`src/rtl/rr_arbiter4.sv`:
```
// Round-robin arbiter granting one of four requesters a shared 2-to-4 decoded resource.
// Define ARB_TIMEOUT_EN to revoke a grant held for MAX_HOLD cycles and pulse timeout.
module rr_arbiter4 #(
  parameter int MAX_HOLD = 16,
  parameter int CNT_W    = 8
) (
  input  logic       clk,
  input  logic       rst,
  input  logic [3:0] req,
  output logic [3:0] gnt,
  output logic [1:0] gnt_idx,
  output logic       gnt_vld,
  output logic [1:0] dec_din,
  output logic       dec_en,
  output logic       timeout
);

  typedef enum logic {
    IDLE,
    GRANT
  } state_t;

  state_t     state;
  logic [1:0] last;
  logic [1:0] cand;
  logic [1:0] pick_idx;
  logic       pick_vld;
  logic       owner_req;

  if (MAX_HOLD < 2 || MAX_HOLD > 255 || (2 ** CNT_W) <= MAX_HOLD) begin : g_param_check
    $error("rr_arbiter4: MAX_HOLD must be 2..255 and below 2**CNT_W");
  end

  // Scan starts just after the last winner, so the previous owner ranks lowest.
  always_comb begin
    pick_vld = 1'b0;
    pick_idx = last;
    cand     = last;
    for (int i = 1; i <= 4; i++) begin
      cand = last + 2'(i);
      if (!pick_vld && req[cand]) begin
        pick_vld = 1'b1;
        pick_idx = cand;
      end
    end
  end

  assign owner_req = req[gnt_idx];
  assign dec_din   = {gnt_idx[0], gnt_idx[1]};
  assign dec_en    = gnt_vld;

`ifdef ARB_TIMEOUT_EN
  logic [CNT_W-1:0] hold_cnt;

  always_ff @(posedge clk) begin
    if (rst) begin
      state    <= IDLE;
      last     <= 2'd3;
      gnt      <= 4'b0000;
      gnt_idx  <= 2'd0;
      gnt_vld  <= 1'b0;
      hold_cnt <= '0;
      timeout  <= 1'b0;
    end else begin
      timeout <= 1'b0;
      case (state)
        IDLE: begin
          if (pick_vld) begin
            state    <= GRANT;
            last     <= pick_idx;
            gnt      <= 4'b0001 << pick_idx;
            gnt_idx  <= pick_idx;
            gnt_vld  <= 1'b1;
            hold_cnt <= CNT_W'(1);
          end
        end
        GRANT: begin
          if (!owner_req) begin
            state   <= IDLE;
            gnt     <= 4'b0000;
            gnt_idx <= 2'd0;
            gnt_vld <= 1'b0;
          end else if (hold_cnt == CNT_W'(MAX_HOLD)) begin
            // Forced revoke; last keeps the owner so others are served first.
            state   <= IDLE;
            gnt     <= 4'b0000;
            gnt_idx <= 2'd0;
            gnt_vld <= 1'b0;
            timeout <= 1'b1;
          end else if (hold_cnt != '1) begin
            hold_cnt <= hold_cnt + 1'b1;
          end
        end
        default: state <= IDLE;
      endcase
    end
  end
`else
  assign timeout = 1'b0;

  always_ff @(posedge clk) begin
    if (rst) begin
      state   <= IDLE;
      last    <= 2'd3;
      gnt     <= 4'b0000;
      gnt_idx <= 2'd0;
      gnt_vld <= 1'b0;
    end else begin
      case (state)
        IDLE: begin
          if (pick_vld) begin
            state   <= GRANT;
            last    <= pick_idx;
            gnt     <= 4'b0001 << pick_idx;
            gnt_idx <= pick_idx;
            gnt_vld <= 1'b1;
          end
        end
        GRANT: begin
          if (!owner_req) begin
            state   <= IDLE;
            gnt     <= 4'b0000;
            gnt_idx <= 2'd0;
            gnt_vld <= 1'b0;
          end
        end
        default: state <= IDLE;
      endcase
    end
  end
`endif

endmodule

```
`config.mk`:
```
export PLATFORM = sky130hd
export DESIGN_NAME = rr_arbiter4
export DESIGN_NICKNAME = d
export VERILOG_FILES = /design/src/rtl/rr_arbiter4.sv
export SDC_FILE = /design/constraint.sdc
export NUM_CORES = 1
export LEC_CHECK = 0
export BUFFER_PORTS_ARGS = -buffer_cell sky130_fd_sc_hd__clkbuf_2
export CORE_AREA = 2 2 39 41
export CTS_CLUSTER_SIZE = 40
export DETAILED_ROUTE_END_ITERATION = 8
export DIE_AREA = 0 0 41 43
export HOLD_SLACK_MARGIN = 0.15
export PLACE_DENSITY_LB_ADDON = 0.05
export SLEW_MARGIN = 20
export SYNTH_ARGS = -nofsm -noshare
export SYNTH_HDL_FRONTEND = slang
export SYNTH_SLANG_ARGS = --single-unit
```
`constraint.sdc`:
```
create_clock -name clk -period 1.6 [get_ports clk]
set_clock_uncertainty 0.2 [all_clocks]
set_input_delay 0.16 -clock clk [delete_from_list [all_inputs] [get_ports clk]]
set_output_delay 0.16 -clock clk [all_outputs]
set_load 0.05 [all_outputs]
```
==> summary.md <==
| Metric | Value |
|---|---|
| Status | complete, but fails checks |
| Failing checks | negative setup slack |
| Hold Path Depth | 1 |
| Critical path type | reg2reg |
| Yosys top cell area share | ~37% |
| Die H | 43 um |
| Vias in the first global route | around 420 |
| Setup TNS | -0.0400 ns |
| Most frequent cell after synthesis | dfxtp_1 |
| Worst Path Max Fanout | 5 |
| Post-synthesis sequential area ratio | 37.4% |
| Post-synth cell types | 33 |
| Initial antenna violation count | 0 |
| Drt drc | 0 |
| Final Hold Vio Count | 0 |
| Area of the multi-input gates | 294 um^2 |
| # IOs | 17 |
| Post-synth top cells | dfxtp_1 (10), nor2_1 (5), a21oi_1 (4), buf_4 (4) |
| Avg Cell Area, Syn | 9.56 um^2 |
| Pre-CTS setup slack | -0.0123 ns |
| Clk buf depth | 2 |
| Share of cells above drive strength 1 | 48.7% |
| Antenna Violating Nets Remaining | 0 |
| HPWL Detailed | just under 900 um |
| Die area | approximately 1800 um^2 |
| P per Cell Area | around 1200 nW/um^2 |
| Worst skew pair latency | 0.26 ns |
| Root buffer cell | clkbuf_4 |
| Fin crit share | 102% |
| Filler cells | roughly 150 |
| Dpl cell area | 649 um^2 |
| Global route overflow | 0 |
| Maximum clock rate | 613 MHz |
| Max Slew Vio Count | 0 |
| Post-synth EDFFs | 0 |
| Fin nets | 85 |
| Gpl congestion | approximately 0.67 |
| CTS tree | yes |
| Routed WL | about 1100 um |
| Gr usage total | ~15% |
| Synth area leaders | dfxtp_1 (37%), buf_4 (5.6%), mux4_2 (4.2%) |
| TritonCTS buffer count | 3 |
| PnR worst setup slack | -0.0310 ns |
| Lkg Pwr | around 0.33 nW |
| Average wire per standard cell | 12.1 um |
| Starting DRT DRC Count | 7 |
| Area leader, netlist | dfxtp_1 |
| First-pass GRT wire length | approximately 1800 um |
| Setup-failing EPs final | 3 |
| Clock transition at the registers of the reported paths | ~0.070 ns |
| Main synth FF type | dfxtp_1 |
| Synth Area in Compound Gates | roughly a quarter |
| DR pass1 iterations | 3 |
| Mapped Nets | 62 |
| Worst VDD drop | around 740 uV |
| Synthesized area | approximately 540 um^2 |
| Sink Count | 10 |
| ANT cells | 0 |
| Worst path cell trace | mux4_2 > nor2_4 > nor3b_4 > a22o_1 |
| Num rows | 14 |
| Die Width | 41 um |
| Largest net degree at the start of global routing | 10 |
| Reg-to-Reg Start | gnt_idx[0]$_SDFFE_PP0P_ |
| HP Start | gnt[1]$_SDFFE_PP0P_ |
| Crit-path slowest cell | mux4_2 |
| R2R depth | 4 |
| Critical path endpoint category | flip-flop |
| Synth-to-layout area growth | 33.9% |
| Async set-or-reset flop fraction in the synthesized netlist | 0% |
| FF/Latch Area | approximately 210 um^2 |
| Mux contribution to synthesized area | ~6.1% |
| FF-to-FF End | gnt[2]$_SDFFE_PP0P_ |
| Placeable Area | around 1400 um^2 |
| YS warnings | 0 |
| Vias per inst | roughly 5.0 |
| Min cycle time layout | approximately 1.6 ns |
| WP data arrival | 1.59 ns |
| Post-Synth Adder-Cell Area | 0% |
| HP Class | reg2reg |
| CP max stage delay | 0.53 ns |
| Final instance area | a little over 700 um^2 |
| WP data required | approximately 1.6 ns |
| H-tree levels | 1 |
| Hold slack | 0.264 ns |
| Port Buffers | 15 |
| Max-cap violation count | 0 |
| Post-Syn Instances | 56 |
| Nature of the critical path startpoint | flip-flop |
| R2r setup slk | -0.03 ns |
| Xor and xnor area share after synthesis | 0% |
| Starting density of the core | between 30% and 40% |
| WHS Endpoint | gnt[1]$_SDFFE_PP0P_ |
| Largest family of logic cells by synthesized area | compound AO/OA/AOI/OAI gates |
| RSZ-0062 raised after global routing | yes |
| DR vias | roughly 470 |
| Synth Area in Simple Gates | between 10% and 20% |
| Synthesized flop and latch total | 10 |
[area by class of cell]
class / count / share of cell area [%]
Timing Repair Buffer: 25 / 21.3
Sequential cell: 10 / 28.8
Tap cell: 16 / 2.79
Multi-Input combinational cell: 37 / 41.0
Clock buffer: 4 / 5.06
Inverter: 2 / 1.05
[worst max path at each step]
stage          cells after the start               startpoint                  end  slack, ns
3_5_place_dp                       4  gnt_idx[0]$_SDFFE_PP0P_  gnt[2]$_SDFFE_PP0P_      -0.01
6_report                           4  gnt_idx[0]$_SDFFE_PP0P_  gnt[2]$_SDFFE_PP0P_      -0.03
5_1_grt                            4  gnt_idx[0]$_SDFFE_PP0P_  gnt[2]$_SDFFE_PP0P_      -0.07
3_3_place_gp                       4  gnt_idx[0]$_SDFFE_PP0P_  gnt[2]$_SDFFE_PP0P_      0.001
4_1_cts                            4  gnt_idx[0]$_SDFFE_PP0P_  gnt[2]$_SDFFE_PP0P_      -0.02
2_1_floorplan                      4  gnt_idx[0]$_SDFFE_PP0P_  gnt[2]$_SDFFE_PP0P_      -0.11
[per-stage QoR]
step                instances  power (mW)  util (%)
floorplan                  56       0.538         -
finish                     94       0.851      51.8
global route               94       0.901      51.8
CTS                        94       0.849      50.6
global placement           89       0.618      46.9
detailed placement         89       0.619      46.9
[state kept, by name, indices dropped and copies added, names as in the netlist]
name	count
dec_en	1
gnt	4
gnt_idx	2
last	2
state	1
[cell families (layout without fill, tap and decap cells)]
kind of cell / count (synthesis) / in the layout
other: 1 / 1
flip-flops: 10 / 10
AO/OA/AOI/OAI: 17 / 17
AND/OR/NAND/NOR: 17 / 17
buffers and inverters: 9 / 31
multiplexers: 2 / 2
[routing by layer]
| layer | track usage, % | part of all wire [%] |
|---|---|---|
| met1 | 21.9 | 49 |
| met2 | 20.6 | 47 |
| met3 | 4.71 | 4.6 |
| met4 | 6.00 | 0 |
| met5 | 0 | 0 |
[placed cells by master (no fill, tap or decap), types with 2 or more instances in the layout]
| cell type | instances |
|---|---|
| clkbuf_2 | 15 |
| buf_4 | 9 |
| dfxtp_1 | 7 |
| nor2_1 | 5 |
| a21oi_1 | 4 |
| clkbuf_4 | 3 |
| inv_1 | 2 |
| nand2b_1 | 2 |
| o2bb2ai_1 | 2 |
| nand2_1 | 2 |
| dfxtp_2 | 2 |
[report_power, final]
| part | total (mW) | leakage (nW) | internal (mW) | switching, mW |
|---|---|---|---|---|
| Sequential | 0.307 | 0.0835 | 0.281 | 0.0258 |
| Combinational | 0.323 | 0.225 | 0.123 | 0.200 |
| Clock | 0.221 | 0.0210 | 0.138 | 0.0833 |
| Total | 0.851 | 0.330 | 0.542 | 0.309 |
[repair_timing]
item,in CTS,in global routing
setup buffers,0,0
hold buffers,1,0
pin swaps,0,1
endpoints found under the setup margin,3,9
endpoints found under the hold margin,5,0
gates resized for setup,1,4
[worst max-delay path: cells and delay by family, from the launching register on]
kind,cells,cell delay [ns]
flops,1,0.35
compound gates,1,0.24
mux,1,0.53
simple gates,2,0.21
No activity file was read; power rests on OpenSTA's default activity.
